### config.mk
export PLATFORM = sky130hd
export DESIGN_NAME = butterfly_sequencer
export DESIGN_NICKNAME = d
export VERILOG_FILES = /design/src/rtl/butterfly_sequencer_pkg.sv /design/src/rtl/butterfly_step_rom.sv /design/src/rtl/butterfly_sequencer.sv
export SDC_FILE = /design/constraint.sdc
export NUM_CORES = 1
export LEC_CHECK = 0
export ABC_AREA = 1
export BUFFER_PORTS_ARGS = -buffer_cell sky130_fd_sc_hd__buf_2
export CAP_MARGIN = 20
export CORE_UTILIZATION = 55
export DETAILED_ROUTE_END_ITERATION = 7
export PLACE_DENSITY = 0.84
export SYNTH_ARGS = -nofsm -noshare
export SYNTH_HDL_FRONTEND = slang
export SYNTH_SLANG_ARGS = --single-unit
### constraint.sdc
create_clock -name clk -period 1.9 [get_ports clk]
set_input_delay 0.285 -clock clk [delete_from_list [all_inputs] [get_ports clk]]
set_output_delay 0.285 -clock clk [all_outputs]
set_load 0.05 [all_outputs]
### src/rtl/butterfly_sequencer_pkg.sv
// ---------------------------------------------------------------------------
// butterfly_sequencer_pkg
// Shared definitions for the radix-2 complex butterfly micro-sequencer:
//   - register-file addresses of operands, twiddle, temporaries and results
//   - micro-op selector encoding driven on op_code
//   - sequencer FSM state encoding
// ---------------------------------------------------------------------------
package butterfly_sequencer_pkg;

   // Register-file map
   localparam logic [3:0] REG_REW = 4'd0;   // twiddle, real
   localparam logic [3:0] REG_IMW = 4'd1;   // twiddle, imag
   localparam logic [3:0] REG_REB = 4'd2;   // input b, real
   localparam logic [3:0] REG_IMB = 4'd3;   // input b, imag
   localparam logic [3:0] REG_REA = 4'd4;   // input a, real
   localparam logic [3:0] REG_IMA = 4'd5;   // input a, imag
   localparam logic [3:0] REG_REY = 4'd6;   // output y = a + w*b, real
   localparam logic [3:0] REG_IMY = 4'd7;   // output y, imag
   localparam logic [3:0] REG_REZ = 4'd8;   // output z = a - w*b, real
   localparam logic [3:0] REG_IMZ = 4'd9;   // output z, imag
   localparam logic [3:0] REG_TRE = 4'd10;  // temporary w*b, real
   localparam logic [3:0] REG_TIM = 4'd11;  // temporary w*b, imag

   // Micro-op selector seen by the datapath
   typedef enum logic [2:0] {
      OP_MUL  = 3'd0,
      OP_MADD = 3'd1,
      OP_MSUB = 3'd2,
      OP_ADD  = 3'd3,
      OP_SUB  = 3'd4
   } op_t;

   // Sequencer states
   typedef enum logic [2:0] {
      ST_IDLE  = 3'd0,
      ST_ISSUE = 3'd1,
      ST_WAIT  = 3'd2,
      ST_WB    = 3'd3,
      ST_DONE  = 3'd4
   } state_t;

   localparam logic [2:0] LAST_STEP = 3'd7;

endpackage

### src/rtl/butterfly_step_rom.sv
// ---------------------------------------------------------------------------
// butterfly_step_rom
// Combinational micro-program for one complex butterfly. The accumulator in
// the datapath carries the product between a MUL step and the following
// MSUB/MADD step, so steps 0 and 2 write nothing back.
//   step     in  3  current micro-step
//   op       out 3  micro-op selector (op_t)
//   addr_a   out 4  operand A register
//   addr_b   out 4  operand B register
//   wb_en    out 1  step produces a register-file write
//   wb_addr  out 4  destination register (0 when wb_en=0)
// ---------------------------------------------------------------------------
module butterfly_step_rom
   import butterfly_sequencer_pkg::*;
(
   input  logic [2:0] step,
   output logic [2:0] op,
   output logic [3:0] addr_a,
   output logic [3:0] addr_b,
   output logic       wb_en,
   output logic [3:0] wb_addr
);

   op_t op_sel;

   always_comb begin
      op_sel  = OP_MUL;
      addr_a  = 4'd0;
      addr_b  = 4'd0;
      wb_en   = 1'b0;
      wb_addr = 4'd0;
      case (step)
         3'd0: begin op_sel = OP_MUL;  addr_a = REG_REW; addr_b = REG_REB; end
         3'd1: begin op_sel = OP_MSUB; addr_a = REG_IMW; addr_b = REG_IMB; wb_en = 1'b1; wb_addr = REG_TRE; end
         3'd2: begin op_sel = OP_MUL;  addr_a = REG_REW; addr_b = REG_IMB; end
         3'd3: begin op_sel = OP_MADD; addr_a = REG_IMW; addr_b = REG_REB; wb_en = 1'b1; wb_addr = REG_TIM; end
         3'd4: begin op_sel = OP_ADD;  addr_a = REG_REA; addr_b = REG_TRE; wb_en = 1'b1; wb_addr = REG_REY; end
         3'd5: begin op_sel = OP_ADD;  addr_a = REG_IMA; addr_b = REG_TIM; wb_en = 1'b1; wb_addr = REG_IMY; end
         3'd6: begin op_sel = OP_SUB;  addr_a = REG_REA; addr_b = REG_TRE; wb_en = 1'b1; wb_addr = REG_REZ; end
         default: begin op_sel = OP_SUB; addr_a = REG_IMA; addr_b = REG_TIM; wb_en = 1'b1; wb_addr = REG_IMZ; end
      endcase
      op = op_sel;
   end

endmodule

### src/rtl/butterfly_sequencer.sv
// ---------------------------------------------------------------------------
// butterfly_sequencer
// Steps a shared MAC datapath through the 8 micro-ops of one complex
// butterfly (y = a + w*b, z = a - w*b), handshaking each op with op_done and
// strobing register-file write-backs. A watchdog aborts a run whose op never
// completes.
//   clk        in  1  rising-edge clock
//   rst        in  1  asynchronous active-low reset
//   start      in  1  run request (level), accepted in IDLE once seen low
//   op_done    in  1  datapath result-ready pulse
//   op_valid   out 1  micro-op issued, held until op_done
//   op_code    out 3  micro-op selector (op_t)
//   rd_addr_a  out 4  operand A read address
//   rd_addr_b  out 4  operand B read address
//   wb_en      out 1  write-back strobe
//   wb_addr    out 4  write-back address
//   busy       out 1  sequencer not idle
//   done       out 1  run complete pulse
//   err        out 1  watchdog timeout pulse
// ---------------------------------------------------------------------------
module butterfly_sequencer
   import butterfly_sequencer_pkg::*;
#(
   parameter int WDOG_MAX = 255
) (
   input  logic       clk,
   input  logic       rst,
   input  logic       start,
   input  logic       op_done,
   output logic       op_valid,
   output logic [2:0] op_code,
   output logic [3:0] rd_addr_a,
   output logic [3:0] rd_addr_b,
   output logic       wb_en,
   output logic [3:0] wb_addr,
   output logic       busy,
   output logic       done,
   output logic       err
);

   // Timeout fires in the WAIT cycle whose count would reach WDOG_MAX.
   localparam logic [7:0] WDOG_LAST = 8'(WDOG_MAX - 1);

   state_t     state;
   logic [2:0] step;
   logic [7:0] wdog;
   logic       armed;   // start has been seen low in IDLE since last accept

   logic [2:0] rom_op;
   logic [3:0] rom_a;
   logic [3:0] rom_b;
   logic       rom_wb_en;
   logic [3:0] rom_wb_addr;

   butterfly_step_rom u_rom (
      .step    (step),
      .op      (rom_op),
      .addr_a  (rom_a),
      .addr_b  (rom_b),
      .wb_en   (rom_wb_en),
      .wb_addr (rom_wb_addr)
   );

   always_ff @(posedge clk or negedge rst) begin
      if (!rst) begin
         state    <= ST_IDLE;
         step     <= 3'd0;
         wdog     <= 8'd0;
         armed    <= 1'b0;
         op_valid <= 1'b0;
         busy     <= 1'b0;
         done     <= 1'b0;
         err      <= 1'b0;
      end else begin
         done <= 1'b0;
         err  <= 1'b0;
         case (state)
            ST_IDLE: begin
               if (start && armed) begin
                  state    <= ST_ISSUE;
                  step     <= 3'd0;
                  wdog     <= 8'd0;
                  armed    <= 1'b0;
                  op_valid <= 1'b1;
                  busy     <= 1'b1;
               end else if (!start) begin
                  armed <= 1'b1;
               end
            end
            ST_ISSUE: begin
               wdog <= 8'd0;
               if (op_done) begin
                  state    <= ST_WB;
                  op_valid <= 1'b0;
               end else begin
                  state <= ST_WAIT;
               end
            end
            ST_WAIT: begin
               if (op_done) begin
                  state    <= ST_WB;
                  op_valid <= 1'b0;
               end else if (wdog == WDOG_LAST) begin
                  state    <= ST_IDLE;
                  step     <= 3'd0;
                  wdog     <= 8'd0;
                  op_valid <= 1'b0;
                  busy     <= 1'b0;
                  err      <= 1'b1;
               end else begin
                  wdog <= wdog + 8'd1;
               end
            end
            ST_WB: begin
               if (step == LAST_STEP) begin
                  state <= ST_DONE;
                  done  <= 1'b1;
               end else begin
                  step     <= step + 3'd1;
                  state    <= ST_ISSUE;
                  op_valid <= 1'b1;
               end
            end
            ST_DONE: begin
               state <= ST_IDLE;
               step  <= 3'd0;
               busy  <= 1'b0;
            end
            default: begin
               state    <= ST_IDLE;
               step     <= 3'd0;
               wdog     <= 8'd0;
               op_valid <= 1'b0;
               busy     <= 1'b0;
            end
         endcase
      end
   end

   // Operand and write-back fields are forced to 0 outside their phases so
   // the register file sees a quiet bus between ops.
   logic in_op;
   assign in_op     = (state == ST_ISSUE) || (state == ST_WAIT);
   assign op_code   = in_op ? rom_op : 3'd0;
   assign rd_addr_a = in_op ? rom_a  : 4'd0;
   assign rd_addr_b = in_op ? rom_b  : 4'd0;
   assign wb_en     = (state == ST_WB) && rom_wb_en;
   assign wb_addr   = wb_en ? rom_wb_addr : 4'd0;

endmodule

---- Word level (Yosys, flattened, before mapping) ----
Cells that the tools add are included.
word-level totals
  output and inout bits ................... 20
  input port bits ......................... 4
  flip-flop bits (word level) ............. 19
operators by class
  bitwise gates (word level) .............. 4
  reduce and logical (&&, ||, !) cells .... 19
  equal/unequal tests ..................... 19
  multiplexer cells ....................... 38
  $add $sub $neg .......................... 2
operators with widths
  kind                   count
  $pmux W3 S4            3
  $mux W3                8
  $mux W8                3
  $pmux W4 S6            1
  $pmux W8 S3            1
  $reduce_or A2 Y1       8
  $eq A3 B3 Y1 const B   5
  $mux W1                15
  $eq A3 B2 Y1 const B   4
  $mux W4                3
  $pmux W4 S3            1
  $ne A2 B2 Y1 const B   5
  $reduce_and A5 Y1      2
  $pmux W3 S3            1
  $add A8 B1 Y8 const B  1
  $eq A8 B8 Y1 const B   1
  $eq A3 B1 Y1 const B   2
  $logic_not A3 Y1       2
  $pmux W1 S5            1
  $not A1 Y1             4
  $reduce_and A2 Y1      2
  $reduce_and A4 Y1      1
  $add A3 B1 Y3 const B  1
  $ne A3 B3 Y1 const B   1
  5 further kinds        6

---- Longest topological paths before layout ----
Gate-level depths: netlist of run 1.
  depth in word-level cells ............... 5
  mapped depth ............................ 9
  mapped depth without buffers ............ 9

---- Hierarchy ----
Synthesis of run 1 repeated with hierarchy kept, for this count alone.
second synthesis, totals
  cells, all modules ...................... 209
  area, all modules ....................... 1405.1 um2
by module, submodules not included
  module               times used  cells each  seq. area each (um2)  area each (um2)
  butterfly_sequencer  1           181         475.5                 1280.0
  butterfly_step_rom   1           28          0.0                   125.1

---- Worst setup path before layout of run 1 ----
OpenSTA, ideal clock, no wires.
  path kind ............................... register to output
  start ................................... register step[0]
  end ..................................... output wb_addr[0]
  setup slack ............................. -0.957 ns
  data required time ...................... 1.615 ns
  cell stages (with the launch flop) ...... 8
  arrival time ............................ 2.572 ns
  cells stage by stage .................... dfrtp_1 -> inv_1 -> ha_1 -> nor2_1 -> nor2_1 -> nor2_1 -> inv_1 -> a21oi_1
on the way
  longest elaborated chain between the ends .. 5
  elaborated cells between the ends (all ways) .. 12
  classes of those cells .................. eq/ne: 6; mux: 3; reduce/logical: 3
RTL lines
  what                                                     RTL line                    text
  start, declared                                          butterfly_sequencer.sv:45   logic [2:0] step;
  start signal, assigned                                   butterfly_sequencer.sv:119  step <= step + 3'd1;
  $eq A3 B2 Y1 / $logic_not A3 Y1 (equally long branches)  butterfly_step_rom.sv:32    case (step)
  $reduce_or A2 Y1 (no source line) (*)                    -
  $mux W1 (*)                                              butterfly_step_rom.sv:32
  $logic_and A1 B1 Y1 (*)                                  butterfly_sequencer.sv:147  assign wb_en = (state == ST_WB) && rom_wb_en;
  via wb_en                                                butterfly_sequencer.sv:34   output logic wb_en,
  $mux W4 (*)                                              butterfly_sequencer.sv:148  assign wb_addr = wb_en ? rom_wb_addr : 4'd0;
  end, declared                                            butterfly_sequencer.sv:35   output logic [3:0] wb_addr,
The timed path passes the listed nets; every way through them passes the cells marked *.

---- Worst setup path after layout of run 1 ----
  start ................................... register step[0]
  end ..................................... output wb_addr[0]
on the way
  longest elaborated chain between the ends .. 5
  elaborated cells between the ends (all ways) .. 12
  classes of those cells .................. eq/ne: 6; mux: 3; reduce/logical: 3
RTL lines
  what                                                 RTL line
  branches (longest 4 deep; another with $pmux W4 S6)  -
  $mux W4 (*)                                          butterfly_sequencer.sv:148
Every way passes the cells marked *.

==> results of run 1 <==
[sequential cells by signal (all words and copies together), names as in the netlist]
| signal | count |
|---|---|
| armed | 1 |
| busy | 1 |
| done | 1 |
| err | 1 |
| op_valid | 1 |
| state | 3 |
| step | 3 |
| wdog | 8 |
[metrics by stage]
stage	std cells	worst slack (ns)	TNS, ns	hold slack (ns)	power (W)
2_1_floorplan	197	-0.0950	-0.261	-0.0106	0.00166
3_3_place_gp	242	0.105	0	0.241	0.00183
3_5_place_dp	242	0.0189	0	0.250	0.00188
4_1_cts	252	-0.0973	-0.479	0.183	0.00229
5_1_grt	255	-0.172	-1.33	0.191	0.00259
6_report	255	-0.108	-0.492	0.198	0.00243
[logic make-up (layout without fill, tap and decap cells)]
family | Yosys count | in the layout | share of synthesized area
compound gates | 22 | 22 | 0.0883
fa+ha+maj | 8 | 8 | 0.0751
buf+inv | 33 | 63 | 0.110
flops | 19 | 19 | 0.357
other cells | 1 | 3 | 0.00281
simple gates | 112 | 112 | 0.367
[layout make-up]
| type | count | area [µm²] |
|---|---|---|
| clock buffers | 4 | 26.3 |
| fillers | 151 | 474 |
| inverters | 28 | 115 |
| multi-input cells | 145 | 870 |
| flip-flops and latches | 19 | 478 |
| well taps | 28 | 35.0 |
| repair buffers | 31 | 256 |
[final timing paths]
path                                from          to  cells after the start
worst max-delay path             step[0]  wb_addr[0]                      7
worst min-delay path             op_done         err                      2
worst max register to register   step[1]     step[0]                      9
worst min register to register  op_valid    op_valid                      2
max in group asynchronous            rst     step[0]                      2
min in group asynchronous            rst     wdog[2]                      2
[worst max-delay path, cell delays in order, from the launching register on]
cell      delay, ns
dfrtp_2        0.46
inv_4          0.07
ha_4           0.17
nor2_4         0.16
buf_4          0.13
o21bai_1       0.10
a21oi_4        0.15
buf_6          0.17
[per-layer routing]
layer,GRT usage,vias to the layer above
met5,0,-
met4,0.113,0
met3,0.0268,12
met2,0.515,77
met1,0.359,647
li1,-,675
[report_power, final]
part	switching, W	total [W]	internal (W)
combinational	0.00110	0.00162	0.000518
sequential	0.000116	0.000608	0.000492
clock	0.000124	0.000206	0.0000819
[cells in the mapped netlist]
library cell	n	share of area
inv_1	28	0.079
nand2_1	57	0.16
buf_4	4	0.023
nand4_1	6	0.028
o21ai_0	9	0.034
nand3b_1	2	0.011
ha_1	8	0.075
nand3_1	13	0.049
nor2_2	1	0.0047
nor2_1	26	0.073
nor3_1	1	0.0038
nor2_4	1	0.0085
a21oi_1	5	0.019
dfrtp_1	19	0.36
nand2_2	3	0.014
conb_1	1	0.0028
or2_2	1	0.0047
o21ai_1	5	0.019
buf_6	1	0.0085
o21bai_1	3	0.017
nand4_2	1	0.0094
[repair_timing]
action,CTS,global route
hold buffers,1,0
cloned,0,0
setup endpoints to repair,13,13
resized for setup,40,20
pin swaps,7,6
setup buffers,5,3
hold endpoints to repair,19,0
==> impl_results.md, run 1 <==
* Fmax at 498 MHz
* Post-synthesis sequential area ratio at 0.357
* Initial antenna violation count at 0
* Setup violations, final at 10
* Number of synthesized register bits at 19
* Final instance area at ~0.0018 mm²
* Worst EP required at 1.62 ns
* Ant. Diodes at 0
* Unrepaired setup endpoints after global routing: true
* Distinct cells, synth at 21
* Violated checks: negative setup slack
* Die area at about 0.0026 mm²
* CTS Root Cell: clkbuf_4
* Post-layout nets at 240
* Pleak at just under 0.9 nW
* Clock Skew at 0.00195 ns
* Total clock sinks at 19
* Layout cell share with drive strength beyond 1 at 0.300
* Met3 wire length at 214 µm
* Top layer in use: met4
* Core ar. at 0.00225 mm²
* Synth Area per Inst at about 6.8 µm²
* H-Tree Depth at 1
* Global route overflow at 0
* First-pass GRT wire length at ~5600 µm
* Clk buf depth at 2
* Metal2 WL at 1840 µm
* CP endpoint kind: primary output
* Vias in the first global route at 1299
* Num CTS Buffers at 3
* Wire length on met1 at 1390 µm
* Peak supply drop at ~0.00097 V
* Layout area overhead at 33.6%
* Drt initial violations at 38
* Util after Layout at 0.790
* GP Congestion at 0.894
* Critical path class: register to primary output
* Drt total wl at 3530 µm
* DR WL/cell at 13.8 µm
* Vias per std cell at 5.53
* Clock Latency Late Sink at 0.30 ns
* Syn Inst Count at 195
* Detailed placement HPWL at 2340 µm
* Period utilization at 1.06
* Area of the mapped netlist at ~0.0013 mm²
* Antenna Nets Post-Route at 0
* CTS tree: built
* Worst min path class: primary input to register
* Final setup margin at -0.108 ns
* Clock transition at path regs at 0.10 ns
* Final Slew Violations at 0
* Die width at 51.2 µm
* DRC Markers at 0
* Post-DP Area at around 0.0015 mm²
* Largest net degree at the start of global routing at 20
* Initial Utilization at 0.591
* Most frequent cells in the layout: nand2_1 (55), inv_1 (21), nor2_1 (19)
* Die Ht at 51.2 µm
* GRT Util Overall at 0.289
* Critical path arrival at between 1.5 and 2 ns
* Maxcap violations at 0
* Drt first pass iters at 4
* Vias at 1411
* Critical-path maximum fanout at 5
* PwrDens at 1360 mW/mm²
* Most common cell after layout, fill and taps aside: nand2_1
* Port bufs at 20
* I/O Pins at 24
* Final Hold Vio Count at 0
* Crit start category: register
* Outcome: finished, violations left
* Yosys Warn Count at 0
* Setup slack, reg-to-reg at 0.12 ns
* Post-layout min period at 2.01 ns
* Rows at 17
No activity file was read; power rests on OpenSTA's default activity.
==> run 2: changes to the inputs <==
--- a/config.mk
+++ b/config.mk
@@ -10,6 +10,7 @@
 export CAP_MARGIN = 20
 export CORE_UTILIZATION = 55
 export DETAILED_ROUTE_END_ITERATION = 7
+export GPL_TIMING_DRIVEN = 0
 export PLACE_DENSITY = 0.84
 export SYNTH_ARGS = -nofsm -noshare
 export SYNTH_HDL_FRONTEND = slang
==> impl_results.md, run 2 (same netlist as run 1, synthesis figures left out) <==
* Worst EP required at 1.62 ns (about the same)
* Core ar. at 0.00225 mm² (unchanged)
* Global route overflow at 0 (unchanged)
* Post-layout min period at 2.05 ns (was 2.01 ns)
* First-pass GRT wire length at 5880 µm (was 5610 µm)
* Vias in the first global route at 1296 (was 1299)
* Ant. Diodes at 0 (unchanged)
* Most common cell after layout, fill and taps aside: nand2_1 (unchanged)
* Num CTS Buffers at 3 (unchanged)
* Logic pwr share at 0.678 (was 0.665)
* Largest register FFs at 8 (unchanged)
* Vias per std cell at 5.43 (was 5.53)
* Initial Utilization at 0.591 (unchanged)
* Final Slew Violations at 0 (unchanged)
* P_int at 0.00119 W (was 0.00109 W)
* CP endpoint kind: primary output (unchanged)
* Final setup margin at -0.152 ns (was -0.108 ns)
* Total clock sinks at 19 (unchanged)
* Biggest registers after layout: wdog (8), state (3), step (3) (unchanged)
* Die Ht at 51.2 µm (unchanged)
* Critical-path maximum fanout at 5 (unchanged)
* Most frequent cells in the layout: nand2_1 (56), nor2_1 (20), inv_1 (19) (was nand2_1 (55), inv_1 (21), nor2_1 (19))
* Crit start category: register (unchanged)
* CTS Root Cell: clkbuf_4 (unchanged)
* Sw Share at 0.533 (was 0.550)
* Period utilization at 1.08 (was 1.06)
* Maxcap violations at 0 (unchanged)
* Clk pwr share at 0.084 (was 0.085)
* Net Switching at 0.00136 W (was 0.00134 W)
* M3 GR Usage at 0.0357 (was 0.0268)
* Seq pwr share at 0.238 (was 0.250)
* Clock Skew at 0.00346 ns (was 0.00195 ns)
* WHS at 0.178 ns (was 0.198 ns)
* Antenna Nets Post-Route at 0 (unchanged)
* Clk buf depth at 2 (unchanged)
* Critical path class: register to primary output (unchanged)
* Met1 Use GR at 0.379 (was 0.359)
* Initial antenna violation count at 0 (unchanged)
* Largest net degree at the start of global routing at 20 (unchanged)
* Die area at 0.00262 mm² (unchanged)
* Largest Register: wdog (unchanged)
* Post-layout nets at 247 (was 240)
* I/O Pins at 24 (unchanged)
* Layout area overhead at 38.0% (was 33.6%)
* Drt total wl at 3690 µm (was 3530 µm)
* Clock transition at path regs at 0.11 ns (was 0.10 ns)
* Critical path arrival at 1.77 ns (was 1.72 ns)
* Pleak at 0.920 nW (was 0.886 nW)
* Layout cell share with drive strength beyond 1 at 0.338 (was 0.300)
* CTS tree: built (unchanged)
* Final instance area at 0.00184 mm² (was 0.00178 mm²)
* PwrDens at 1390 mW/mm² (was 1360 mW/mm²)
* Met2 usage at 0.542 (was 0.515)
* Die width at 51.2 µm (unchanged)
* Port bufs at 20 (unchanged)
* Dpl ws at 0.00640 ns (was 0.0189 ns)
* Clock Latency Late Sink at 0.31 ns (was 0.30 ns)
* GRT Util Overall at 0.311 (was 0.289)
* Peak supply drop at 0.00118 V (was 0.000970 V)
* Worst min path class: primary input to register (unchanged)
* Most used routing layer: met2 (unchanged)
* Violated checks: negative setup slack (unchanged)
* Rows at 17 (unchanged)
* H-Tree Depth at 1 (unchanged)
* Final Hold Vio Count at 0 (unchanged)
* Drt first pass iters at 4 (unchanged)
* Unrepaired setup endpoints after global routing: true (unchanged)
* Detailed placement HPWL at 2230 µm (was 2340 µm)
* Setup violations, final at 10 (unchanged)
* GP Congestion at 0.932 (was 0.894)
* Outcome: finished, violations left (unchanged)
* Vias at 1423 (was 1411)
* DR WL/cell at 14.1 µm (was 13.8 µm)
* Drt initial violations at 42 (was 38)
* DRC Markers at 0 (unchanged)
* Fmax at 487 MHz (was 498 MHz)
* Post-DP Area at 0.00153 mm² (was 0.00150 mm²)
run 2: cell count changes in the layout (fill, tap and decap cells not counted), sizes merged:
cell,change
clkbuf,+1
buf,+6
run 2: worst paths after layout:
| kind | slack [ns] | endpoint | from | cells past startpoint |
|---|---|---|---|---|
| setup / recovery | -0.15 | wb_addr[1] | step[1] | 8 |
| hold / removal | 0.18 | armed | start | 2 |
| setup reg to reg | 0.21 | step[0] | step[1] | 8 |
| hold reg to reg | 0.49 | op_valid | op_valid | 2 |
| max in group asynchronous | 1.13 | step[0] | rst | 2 |
| min in group asynchronous | 0.44 | wdog[0] | rst | 2 |
run 2: cell type report:
type,count,area (µm²)
buffer,5,41.3
timing repair buffer,33,272
tap,28,35.0
inverter,28,115
sequential,19,482
multi-input combinational,145,868
fill,156,415
clock buffer,4,26.3
run 2: critical path, stage by stage (launching register included):
cell and delay, ns:
dfrtp_2 0.48, inv_4 0.07, ha_4 0.17, nor2_4 0.16
nor2_4 0.07, nor2_4 0.13, inv_4 0.07, a21oi_4 0.13
buf_6 0.17
run 2: timing repair:
item | in CTS | in global routing
setup endpoints to repair | 12 | 13
hold endpoints to repair | 19 | 0
setup buffers | 4 | 8
pin swaps | 7 | 8
resized for setup | 45 | 19
hold buffers | 1 | 0
run 2: metal layers:
layer | share of wire | vias up | wire length, µm
li1 | - | 687 | -
met1 | 0.39 | 648 | 1440
met2 | 0.51 | 72 | 1900
met3 | 0.058 | 16 | 213
met4 | 0.037 | 0 | 138
met5 | 0 | - | 0
run 2: power groups by stage:
stage                     registers [W]  logic, W  clock network (W)
after detailed placement       0.000591   0.00133                  0
final                          0.000607   0.00173           0.000214
after global routing           0.000619   0.00187           0.000241
after global placement         0.000586   0.00129                  0
after CTS                      0.000592   0.00154           0.000216
after floorplan                0.000643   0.00101                  0
run 2: stage by stage:
stage	instances	total power, W	util	TNS (ns)
2_1_floorplan	197	0.00166	-	-0.261
3_3_place_gp	245	0.00188	0.676	0
3_5_place_dp	245	0.00192	0.676	0
4_1_cts	254	0.00235	0.771	-0.519
5_1_grt	262	0.00273	0.816	-1.67
6_report	262	0.00255	0.816	-0.940
==> run 3: changes to the inputs <==
--- a/config.mk
+++ b/config.mk
@@ -9,6 +9,7 @@
 export BUFFER_PORTS_ARGS = -buffer_cell sky130_fd_sc_hd__buf_2
 export CAP_MARGIN = 20
 export CORE_UTILIZATION = 55
+export CTS_BUF_LIST = sky130_fd_sc_hd__clkbuf_8
 export DETAILED_ROUTE_END_ITERATION = 7
 export GPL_TIMING_DRIVEN = 0
 export PLACE_DENSITY = 0.84
==> impl_results.md, run 3 (same netlist as run 1, synthesis figures left out) <==
* WHS at 0.229 ns (was 0.178 ns)
* Overall power at 0.00263 W (was 0.00255 W)
* Layout area overhead at 39.7% (was 38.0%)
* PwrDens at 1410 mW/mm² (was 1390 mW/mm²)
* Unrepaired setup endpoints after global routing: true (unchanged)
* R2R Path Start: step[1] (unchanged)
* Post-layout min period at 2.02 ns (was 2.05 ns)
* Period utilization at 1.06 (was 1.08)
* Peak supply drop at 0.00118 V (about the same)
* Detailed placement HPWL at 2230 µm (unchanged)
* Layout cell share with drive strength beyond 1 at 0.328 (was 0.338)
* Setup slack, reg-to-reg at 0.28 ns (was 0.21 ns)
* Vias per std cell at 5.56 (was 5.43)
* Core ar. at 0.00225 mm² (unchanged)
* Largest net degree at the start of global routing at 20 (unchanged)
* Pleak at 0.932 nW (was 0.920 nW)
* H-Tree Depth at 1 (unchanged)
* DRC Markers at 0 (unchanged)
* Die Ht at 51.2 µm (unchanged)
* Final Slew Violations at 0 (unchanged)
* Die area at 0.00262 mm² (unchanged)
* Critical path class: register to primary output (unchanged)
* Most common cell after layout, fill and taps aside: nand2_1 (unchanged)
* Worst hold stages at 2 (unchanged)
* P_int at 0.00124 W (was 0.00119 W)
* Num CTS Buffers at 3 (unchanged)
* Maxcap violations at 0 (unchanged)
* Final setup margin at -0.118 ns (was -0.152 ns)
* Worst EP required at 1.62 ns (about the same)
* Total clock sinks at 19 (unchanged)
* Reg2Reg Depth at 8 (unchanged)
* Vias in the first global route at 1315 (was 1296)
* Final Hold Vio Count at 0 (unchanged)
* Area of the multi-input gates at 891 µm² (was 868 µm²)
* Worst min path class: primary input to register (unchanged)
* Vias at 1445 (was 1423)
* Violated checks: negative setup slack (unchanged)
* Outcome: finished, violations left (unchanged)
* CTS tree: built (unchanged)
* Initial antenna violation count at 0 (unchanged)
* Global route overflow at 0 (unchanged)
* Rows at 17 (unchanged)
* DR WL/cell at 15.1 µm (was 14.1 µm)
* Drt total wl at 3930 µm (was 3690 µm)
* Largest register FFs at 8 (unchanged)
* Fmax at 496 MHz (was 487 MHz)
* Critical path arrival at 1.73 ns (was 1.77 ns)
* Die width at 51.2 µm (unchanged)
* Reg2reg end: step[1] (was step[0])
* CTS Root Cell: clkbuf_8 (was clkbuf_4)
* Worst hold endpoint: err (was armed)
* Port bufs at 20 (unchanged)
* Critical-path maximum fanout at 5 (unchanged)
* Sw Share at 0.528 (was 0.533)
* Most frequent cells in the layout: nand2_1 (56), inv_1 (22), nor2_1 (18) (was nand2_1 (56), nor2_1 (20), inv_1 (19))
* Initial Utilization at 0.591 (unchanged)
* Post-layout nets at 245 (was 247)
* Antenna Nets Post-Route at 0 (unchanged)
* Biggest registers after layout: wdog (8), state (3), step (3) (unchanged)
* I/O Pins at 24 (unchanged)
* Clock transition at path regs at 0.07 ns (was 0.11 ns)
* Crit start category: register (unchanged)
* GRT Util Overall at 0.297 (was 0.311)
* Clock Skew at 0.00376 ns (was 0.00346 ns)
* Clk pwr share at 0.108 (was 0.084)
* Logic pwr share at 0.660 (was 0.678)
* Net Switching at 0.00139 W (was 0.00136 W)
* Register area at 480 µm² (was 482 µm²)
* GP Congestion at 0.932 (unchanged)
* Fillcell total at 142 (was 156)
* Clk buf depth at 2 (unchanged)
* Hold path start: op_done (was start)
* First-pass GRT wire length at 5640 µm (was 5880 µm)
* Seq pwr share at 0.232 (was 0.238)
* Drt initial violations at 70 (was 42)
* Ant. Diodes at 0 (unchanged)
* Drt first pass iters at 4 (unchanged)
* CP endpoint kind: primary output (unchanged)
* Largest Register: wdog (unchanged)
* Setup violations, final at 8 (was 10)
* Clock Latency Late Sink at 0.26 ns (was 0.31 ns)
==> run 3: layout make-up <==
type,instances,share of cell area
Timing Repair Buffer,31,0.136
Buffer,5,0.0222
Tap cell,28,0.0188
Clock buffer,3,0.0222
Clock inverter,1,0.00202
Sequential cell,19,0.258
Inverter,28,0.0618
Multi-Input combinational cell,145,0.478
==> run 3: timing repair <==
item | CTS | global route
gates resized for setup | 43 | 21
hold buffers | 1 | 0
endpoints found under the hold margin | 19 | 0
gates cloned | 0 | 0
setup endpoints to repair | 12 | 13
buffers inserted | 3 | 7
pin swaps | 7 | 9
==> run 3: power by group through the flow <==
| stage | Clock (W) | Sequential [W] | Combinational (W) |
|---|---|---|---|
| global route | 0.000303 | 0.000620 | 0.00187 |
| floorplan | 0 | 0.000643 | 0.00101 |
| global placement | 0 | 0.000586 | 0.00129 |
| detailed placement | 0 | 0.000591 | 0.00133 |
| finish | 0.000283 | 0.000610 | 0.00174 |
| CTS | 0.000285 | 0.000592 | 0.00152 |
==> run 3: per-stage QoR <==
| step | setup TNS [ns] | utilization | worst slack, ns | area, µm² | cells |
|---|---|---|---|---|---|
| final | -0.585 | 0.826 | -0.118 | 1860 | 260 |
| after global routing | -1.32 | 0.826 | -0.195 | 1860 | 260 |
| after CTS | -0.130 | 0.772 | -0.0377 | 1740 | 253 |
| after detailed placement | 0 | 0.676 | 0.00640 | 1530 | 245 |
| after global placement | 0 | 0.676 | 0.0621 | 1530 | 245 |
| after floorplan | -0.261 | - | -0.0950 | 1390 | 197 |
==> run 3: worst max-delay path: stages, from the launching register on <==
cell     delay (ns)
dfrtp_2        0.48
inv_4          0.08
ha_4           0.17
nor2_4         0.16
nor2_4         0.06
nor2_4         0.13
inv_4          0.07
a21oi_4        0.14
buf_6          0.18
==> run 3: metal layers <==
metal / part of all wire / global-route usage / vias to the layer above
met5: 0 / 0 / -
met3: 0.054 / 0.0506 / 16
li1: - / - / 683
met2: 0.53 / 0.526 / 80
met1: 0.38 / 0.339 / 666
met4: 0.034 / 0.153 / 0
==> run 3: how the worst max path moves through the flow <==
| stage | start | end | slack, ns | cells after the start |
|---|---|---|---|---|
| after floorplan | step[0] | rd_addr_a[2] | -0.1 | 5 |
| after global placement | step[0] | wb_addr[1] | 0.06 | 8 |
| after detailed placement | step[0] | wb_addr[3] | 0.006 | 8 |
| after CTS | step[0] | wb_addr[3] | -0.04 | 8 |
| after global routing | step[1] | wb_addr[1] | -0.19 | 8 |
| final | step[1] | wb_addr[1] | -0.12 | 8 |
